File: src/rtl/vga_obj_motion_ctrl.sv
// vga_obj_motion_ctrl
//   Per-frame motion controller for the single rectangle drawn by the 640x480
//   VGA pixel path. Move requests are latched as sticky flags during the frame
//   and applied in a single update at the start of vertical blanking. The new
//   position is clamped to the active area, then obj_x_o/obj_y_o are published.
//   Because the update only happens during blanking, the pixel path never
//   sees the position change during active video.
//
//   The position registers load on the CALC->COMMIT edge. The new position
//   therefore shows up in the same cycle as frame_tick_o, which is two cycles
//   after the blank_start cycle (hc==2 on the generator's count).
//
//   Optional build macro: VGA_OBJ_BOUNCE_EN
//     undefined : movement comes only from button requests.
//     defined   : a free-running bounce is added. Direction bits dir_x/dir_y
//                 add +/-STEP each frame and reflect when the clamp is reached.
//                 Buttons force the direction (up/left -> 0, down/right -> 1).
//
//   state  | meaning
//   -------+--------------------------------------------------------------
//   ACCUM  | active video; sticky request flags collect btn_* levels
//   CALC   | blank start seen; next position computed from flags
//   COMMIT | new position visible, frame_tick_o high, flags cleared

module vga_obj_motion_ctrl #(
  parameter int VFP    = 511,
  parameter int ACT_W  = 640,
  parameter int ACT_H  = 480,
  parameter int OBJ_W  = 100,
  parameter int OBJ_H  = 20,
  parameter int X_INIT = 240,
  parameter int Y_INIT = 100,
  parameter int STEP   = 4
) (
  input  logic       dclk,
  input  logic       clr,
  input  logic [9:0] hc_i,
  input  logic [9:0] vc_i,
  input  logic       btn_up_i,
  input  logic       btn_dn_i,
  input  logic       btn_lt_i,
  input  logic       btn_rt_i,
  output logic [9:0] obj_x_o,
  output logic [9:0] obj_y_o,
  output logic       frame_tick_o,
  output logic [7:0] frame_cnt_o
);

  typedef enum logic [1:0] {
    ACCUM  = 2'd0,
    CALC   = 2'd1,
    COMMIT = 2'd2
  } state_t;

  localparam logic signed [10:0] STEP_S = 11'(STEP);
  localparam logic signed [10:0] X_MAX  = 11'(ACT_W - OBJ_W);
  localparam logic signed [10:0] Y_MAX  = 11'(ACT_H - OBJ_H);

  state_t state_q, state_d;

  logic req_u_q, req_u_d;
  logic req_d_q, req_d_d;
  logic req_l_q, req_l_d;
  logic req_r_q, req_r_d;

  logic [9:0] obj_x_q, obj_x_d;
  logic [9:0] obj_y_q, obj_y_d;
  logic       tick_q, tick_d;
  logic [7:0] cnt_q, cnt_d;

  logic signed [10:0] dx, dy;
  logic signed [10:0] nx_raw, ny_raw;
  logic               blank_start;

`ifdef VGA_OBJ_BOUNCE_EN
  logic dir_x_q, dir_x_d;
  logic dir_y_q, dir_y_d;
  logic dir_x_eff, dir_y_eff;
`endif

  // One-axis button delta: opposing requests cancel.
  function automatic logic signed [10:0] axis_step(input logic neg, input logic pos);
    if (neg && !pos) return -STEP_S;
    if (pos && !neg) return STEP_S;
    return 11'sd0;
  endfunction

  // Limit a signed candidate position to [0, hi].
  function automatic logic [9:0] clamp_pos(input logic signed [10:0] v,
                                           input logic signed [10:0] hi);
    if (v < 11'sd0) return 10'd0;
    if (v > hi)     return 10'(hi);
    return 10'(v);
  endfunction

`ifdef VGA_OBJ_BOUNCE_EN
  // An axis counts as limited once the candidate reaches either edge. That
  // makes the reflection take effect on the frame that touches the wall.
  function automatic logic at_limit(input logic signed [10:0] v,
                                    input logic signed [10:0] hi);
    return (v <= 11'sd0) || (v >= hi);
  endfunction
`endif

  assign blank_start = (hc_i == 10'd0) && (vc_i == 10'(VFP));

  // State register; clr returns the controller to ACCUM at once.
  always_ff @(posedge dclk or posedge clr) begin
    if (clr) state_q <= ACCUM;
    else     state_q <= state_d;
  end

  // Next-state: blank_start is only acted on in ACCUM.
  always_comb begin
    state_d = state_q;
    case (state_q)
      ACCUM:   if (blank_start) state_d = CALC;
      CALC:    state_d = COMMIT;
      COMMIT:  state_d = ACCUM;
      default: state_d = ACCUM;
    endcase
  end

  // Sticky request flags: set only in ACCUM, cleared in COMMIT. Buttons seen
  // in CALC/COMMIT are therefore dropped.
  always_comb begin
    req_u_d = req_u_q;
    req_d_d = req_d_q;
    req_l_d = req_l_q;
    req_r_d = req_r_q;
    if (state_q == ACCUM) begin
      req_u_d = req_u_q | btn_up_i;
      req_d_d = req_d_q | btn_dn_i;
      req_l_d = req_l_q | btn_lt_i;
      req_r_d = req_r_q | btn_rt_i;
    end else if (state_q == COMMIT) begin
      req_u_d = 1'b0;
      req_d_d = 1'b0;
      req_l_d = 1'b0;
      req_r_d = 1'b0;
    end
  end

  // Candidate position from the flags, kept in 11-bit signed form so that
  // moves past the left/top edge show up as negative values.
  always_comb begin
    dx = axis_step(req_l_q, req_r_q);
    dy = axis_step(req_u_q, req_d_q);
`ifdef VGA_OBJ_BOUNCE_EN
    dir_x_eff = dir_x_q;
    if (req_l_q && !req_r_q)      dir_x_eff = 1'b0;
    else if (req_r_q && !req_l_q) dir_x_eff = 1'b1;
    dir_y_eff = dir_y_q;
    if (req_u_q && !req_d_q)      dir_y_eff = 1'b0;
    else if (req_d_q && !req_u_q) dir_y_eff = 1'b1;
    dx = dx + (dir_x_eff ? STEP_S : -STEP_S);
    dy = dy + (dir_y_eff ? STEP_S : -STEP_S);
`endif
    nx_raw = $signed({1'b0, obj_x_q}) + dx;
    ny_raw = $signed({1'b0, obj_y_q}) + dy;
  end

  // Published values change only when CALC completes.
  always_comb begin
    obj_x_d = obj_x_q;
    obj_y_d = obj_y_q;
    cnt_d   = cnt_q;
    tick_d  = 1'b0;
`ifdef VGA_OBJ_BOUNCE_EN
    dir_x_d = dir_x_q;
    dir_y_d = dir_y_q;
`endif
    if (state_q == CALC) begin
      obj_x_d = clamp_pos(nx_raw, X_MAX);
      obj_y_d = clamp_pos(ny_raw, Y_MAX);
      cnt_d   = cnt_q + 8'd1;
      tick_d  = 1'b1;
`ifdef VGA_OBJ_BOUNCE_EN
      dir_x_d = at_limit(nx_raw, X_MAX) ? ~dir_x_eff : dir_x_eff;
      dir_y_d = at_limit(ny_raw, Y_MAX) ? ~dir_y_eff : dir_y_eff;
`endif
    end
  end

  // Flag, position, tick and frame-counter registers.
  always_ff @(posedge dclk or posedge clr) begin
    if (clr) begin
      req_u_q <= 1'b0;
      req_d_q <= 1'b0;
      req_l_q <= 1'b0;
      req_r_q <= 1'b0;
      obj_x_q <= 10'(X_INIT);
      obj_y_q <= 10'(Y_INIT);
      tick_q  <= 1'b0;
      cnt_q   <= 8'd0;
    end else begin
      req_u_q <= req_u_d;
      req_d_q <= req_d_d;
      req_l_q <= req_l_d;
      req_r_q <= req_r_d;
      obj_x_q <= obj_x_d;
      obj_y_q <= obj_y_d;
      tick_q  <= tick_d;
      cnt_q   <= cnt_d;
    end
  end

`ifdef VGA_OBJ_BOUNCE_EN
  // Bounce direction bits; both start moving in the + direction.
  always_ff @(posedge dclk or posedge clr) begin
    if (clr) begin
      dir_x_q <= 1'b1;
      dir_y_q <= 1'b1;
    end else begin
      dir_x_q <= dir_x_d;
      dir_y_q <= dir_y_d;
    end
  end
`endif

  assign obj_x_o      = obj_x_q;
  assign obj_y_o      = obj_y_q;
  assign frame_tick_o = tick_q;
  assign frame_cnt_o  = cnt_q;

endmodule
File: config.mk
export PLATFORM = sky130hd
export DESIGN_NAME = vga_obj_motion_ctrl
export DESIGN_NICKNAME = d
export VERILOG_FILES = /design/src/rtl/vga_obj_motion_ctrl.sv
export SDC_FILE = /design/constraint.sdc
export NUM_CORES = 1
export LEC_CHECK = 0
export ABC_AREA = 0
export CAP_MARGIN = 20
export CORE_ASPECT_RATIO = 1.75
export CORE_MARGIN = 10
export CORE_UTILIZATION = 45
export CTS_CLUSTER_SIZE = 30
export DETAILED_ROUTE_END_ITERATION = 6
export HOLD_SLACK_MARGIN = 0.02
export PLACE_DENSITY = 0.75
export SETUP_SLACK_MARGIN = 0.2
export SLEW_MARGIN = 30
export SYNTH_ARGS = -nofsm -noshare
export SYNTH_HDL_FRONTEND = slang
export SYNTH_SLANG_ARGS = --single-unit
File: constraint.sdc
create_clock -name dclk -period 2.5 [get_ports dclk]
set_input_delay 0.5 -clock dclk [delete_from_list [all_inputs] [get_ports dclk]]
set_output_delay 0.5 -clock dclk [all_outputs]
set_load 0.01 [all_outputs]
==> flow_metrics.py <==
metrics = {
    "synth": {
        "synth-main-ff-cell": "dfrtp_1",
        "ys_ff_latch": 31,
        "synth_simple_gate_area_frac": 0.225,
        "ys_types": 77,
        "synth_edf_count": 0,
        "avgSynthCellArea_sq_um": 9.12,
        "async_reset_ff_frac": 1.00,
        "synth_seq_area_share": 0.303,
        "synth_top_family_by_area": "simple AND/OR/NAND/NOR gates",
        "synth_xor_xnor_area_share": 0.0884,
        "yosys.area_share.adder": 0.0531,
        "synthCells": 284,
        "yosysWarnings": 0,
        "synthMuxAreaShare": 0.0217,
        "synthesis.area_sq_mm": 0.00259,
        "synth-compound-area-share": 0.223,
    },
    "placed_design": {
        "place_ws_ns": -0.0783,
        "portBuffers": 50,
        "dp_hpwl_mm": 5.46,
        "gp_congestion": 0.879,
    },
    "floorplan": {
        "io_pins": 55,
        "rows": 36,
        "core-area_sq_mm": 0.00559,
        "fp.dieH_um": 120,
        "start_util": 0.464,
        "die_area_sq_mm": 0.00931,
        "dieWidth_um": 77.4,
    },
    "layout": {
        "finish.utilization": 0.683,
        "area_growth_pct": 47.3,
        "drive_gt1_frac": 0.317,
        "layout_common_cells": "clkdlybuf4s50_1, buf_4, dfrtp_1",
        "nFillCells": 435,
        "layout.cells.most_common": "clkdlybuf4s50_1",
        "fin_nets": 393,
        "diodes": 0,
    },
    "critical_path": {
        "rrSetupSlack_ns": 0.002,
        "critPathKind": "reg -> reg",
        "required_ns": 2.67,
        "critPathArrivalTime_ns": 2.67,
        "crit_path_start_kind": "register",
        "crit_start": "req_u_q$_DFFE_PP0P_",
        "r2r_cells": 12,
        "r2r-end": "obj_y_o[3]$_DFFE_PP0P_",
        "worstSetupEndpointType": "register",
        "reg2reg_from": "req_u_q$_DFFE_PP0P_",
        "path_max_fanout": 4,
    },
    "clock_network": {
        "cts_tree": "done",
        "cts_buffer_depth": 2,
        "cts_root_buf": "clkbuf_8",
        "clk_transition_reported_paths_ns": 0.07,
        "insertion_delay_ns": 0.29,
        "cts_buffers": 5,
        "cts_sinks": 31,
        "cts_htree_levels": 2,
    },
    "drt": {
        "ant_nets": 0,
        "drt_iter0_drc": 147,
        "first_pass_iters": 4,
        "routed_via_density": 5.79,
        "drcViolationCount": 0,
        "drt_wl_total_mm": 8.01,
        "wl_per_cell_um": 18.5,
        "num_vias": 2507,
    },
    "pwr": {
        "leakage_nw": 1.54,
        "peakVddDrop_mv": 0.206,
        "power.total_mw": 1.08,
        "power.density_mw_per_mm2": 284,
    },
    "timing": {
        "final.setup_skew_ns": 0.00507,
        "finalSetupTns_ns": 0,
        "hold_viol_final": 0,
        "worst_slack_ns": 0.00184,
        "slew_violations": 0,
        "whs_ns": 0.485,
        "max_freq_mhz": 400,
        "rsz0062_at_grt": "yes",
        "finalCritPeriodShare": 0.999,
        "fin_crit_ns": 2.50,
        "finalSetupViolCount": 0,
    },
    "hold_path": {
        "hp-class": "reg -> reg",
        "min_from": "frame_cnt_o[7]$_DFFE_PP0P_",
        "min_delay_path_depth": 1,
        "min_delay_worst_endpoint": "frame_cnt_o[7]$_DFFE_PP0P_",
    },
    "global_route": {
        "overflow": 0,
        "grtUsageTotal": 0.160,
        "grt_max_degree": 32,
        "antenna_found_initial": 0,
        "grt_pass1_vias": 2562,
        "grt_pass1_wl_mm": 12.4,
    },
    "run": {
        "cap_violations": 0,
    },
    "run_status": {
        "status": "finished, final reports clean",
    },
}
==> cell type report <==
cell class                 count  area (sq um)  share of cell area
inverter                      17          63.8              0.0167
timing repair buffer          85           836               0.219
clock inverter                 2          35.0             0.00918
multi-input combinational    216          1920               0.503
sequential                    31           786               0.206
clock buffer                   6          82.6              0.0216
tap                           76          95.1              0.0249
==> worst max-delay path: stages (launching register included) <==
cell	delay (ns)
dfrtp_2	0.45
ha_4	0.27
inv_2	0.04
ha_4	0.16
buf_4	0.14
nand4bb_1	0.09
nand4_1	0.11
buf_6	0.15
a2bb2oi_2	0.17
and3_4	0.21
o221ai_2	0.24
nand2_1	0.15
a22o_1	0.21
==> what timing repair did <==
action                                  in CTS  in global routing
endpoints found under the setup margin      15                 15
cloned                                       1                  1
pin swaps                                   18                 18
hold buffers                                 0                  0
gates resized for setup                     37                 20
buffers inserted                             9                  5
==> per-stage QoR <==
stage,area [sq um],cells
final,3820,433
after global routing,3820,433
after CTS,3640,427
after detailed placement,3220,409
after global placement,3220,409
after floorplan,2640,287
==> report_power, final <==
part	internal [mW]	switching (mW)	total, mW
clock	0.322	0.203	0.525
sequential	0.502	0.00000354	0.502
combinational	0.0364	0.0202	0.0566
==> logic make-up (layout without fill, tap and decap cells) <==
kind of cell | count (synthesis) | in the layout
simple gates | 98 | 98
compound gates | 73 | 73
buf+inv | 41 | 110
flops | 31 | 31
xor+xnor | 24 | 25
fa+ha+maj | 11 | 11
mux | 5 | 5
other cells | 1 | 4
==> flip-flops by register name, indices dropped and copies added (netlist names) <==
signal / count
frame_cnt_o: 8
frame_tick_o: 1
obj_x_o: 8
obj_y_o: 8
req_d_q: 1
req_l_q: 1
req_r_q: 1
req_u_q: 1
state_q: 2
==> Yosys cell counts, types with 3 or more instances <==
| library cell | instances | area share |
|---|---|---|
| nand2b_1 | 4 | 0.0097 |
| a31oi_1 | 3 | 0.0072 |
| nor2b_1 | 3 | 0.0072 |
| nand4b_1 | 3 | 0.010 |
| mux2i_1 | 3 | 0.012 |
| xor2_1 | 6 | 0.020 |
| and2_1 | 4 | 0.0097 |
| xnor2_1 | 17 | 0.057 |
| nor2_1 | 16 | 0.023 |
| nand2_1 | 20 | 0.029 |
| and3_1 | 5 | 0.012 |
| buf_4 | 8 | 0.023 |
| clkbuf_1 | 6 | 0.0087 |
| a22o_1 | 4 | 0.014 |
| a22oi_1 | 4 | 0.012 |
| o21ai_0 | 9 | 0.017 |
| dfrtp_1 | 24 | 0.23 |
| o31ai_1 | 5 | 0.014 |
| nor3_1 | 4 | 0.0077 |
| nand3_1 | 7 | 0.014 |
| dfstp_2 | 7 | 0.071 |
| nand4_1 | 6 | 0.014 |
| o21ai_1 | 3 | 0.0058 |
| nor4_1 | 6 | 0.014 |
| a21oi_1 | 14 | 0.027 |
| or2_2 | 3 | 0.0072 |
| inv_1 | 16 | 0.023 |
| ha_1 | 11 | 0.053 |
| buf_2 | 7 | 0.014 |
==> worst max path at each step <==
stage | end | cells past startpoint | slack, ns
6_report | obj_y_o[3]$_DFFE_PP0P_ | 12 | 0.002
5_1_grt | obj_y_o[2]$_DFFE_PP1P_ | 14 | -0.11
4_1_cts | obj_x_o[7]$_DFFE_PP1P_ | 12 | 0.005
3_5_place_dp | obj_y_o[4]$_DFFE_PP0P_ | 11 | -0.08
3_3_place_gp | obj_y_o[4]$_DFFE_PP0P_ | 10 | 0.02
2_1_floorplan | obj_y_o[4]$_DFFE_PP0P_ | 12 | -0.14
==> routing by layer <==
metal  vias to the layer above  global-route usage  routed length (um)  part of all wire
met4                         0              0.0929                 294             0.037
met2                        67               0.316                4690              0.59
li1                       1165                   -                   -                 -
met3                        24              0.0223                 219             0.027
met5                         -                   0                   0                 0
met1                      1251               0.150                2800              0.35
No activity file was read; power rests on OpenSTA's default activity.
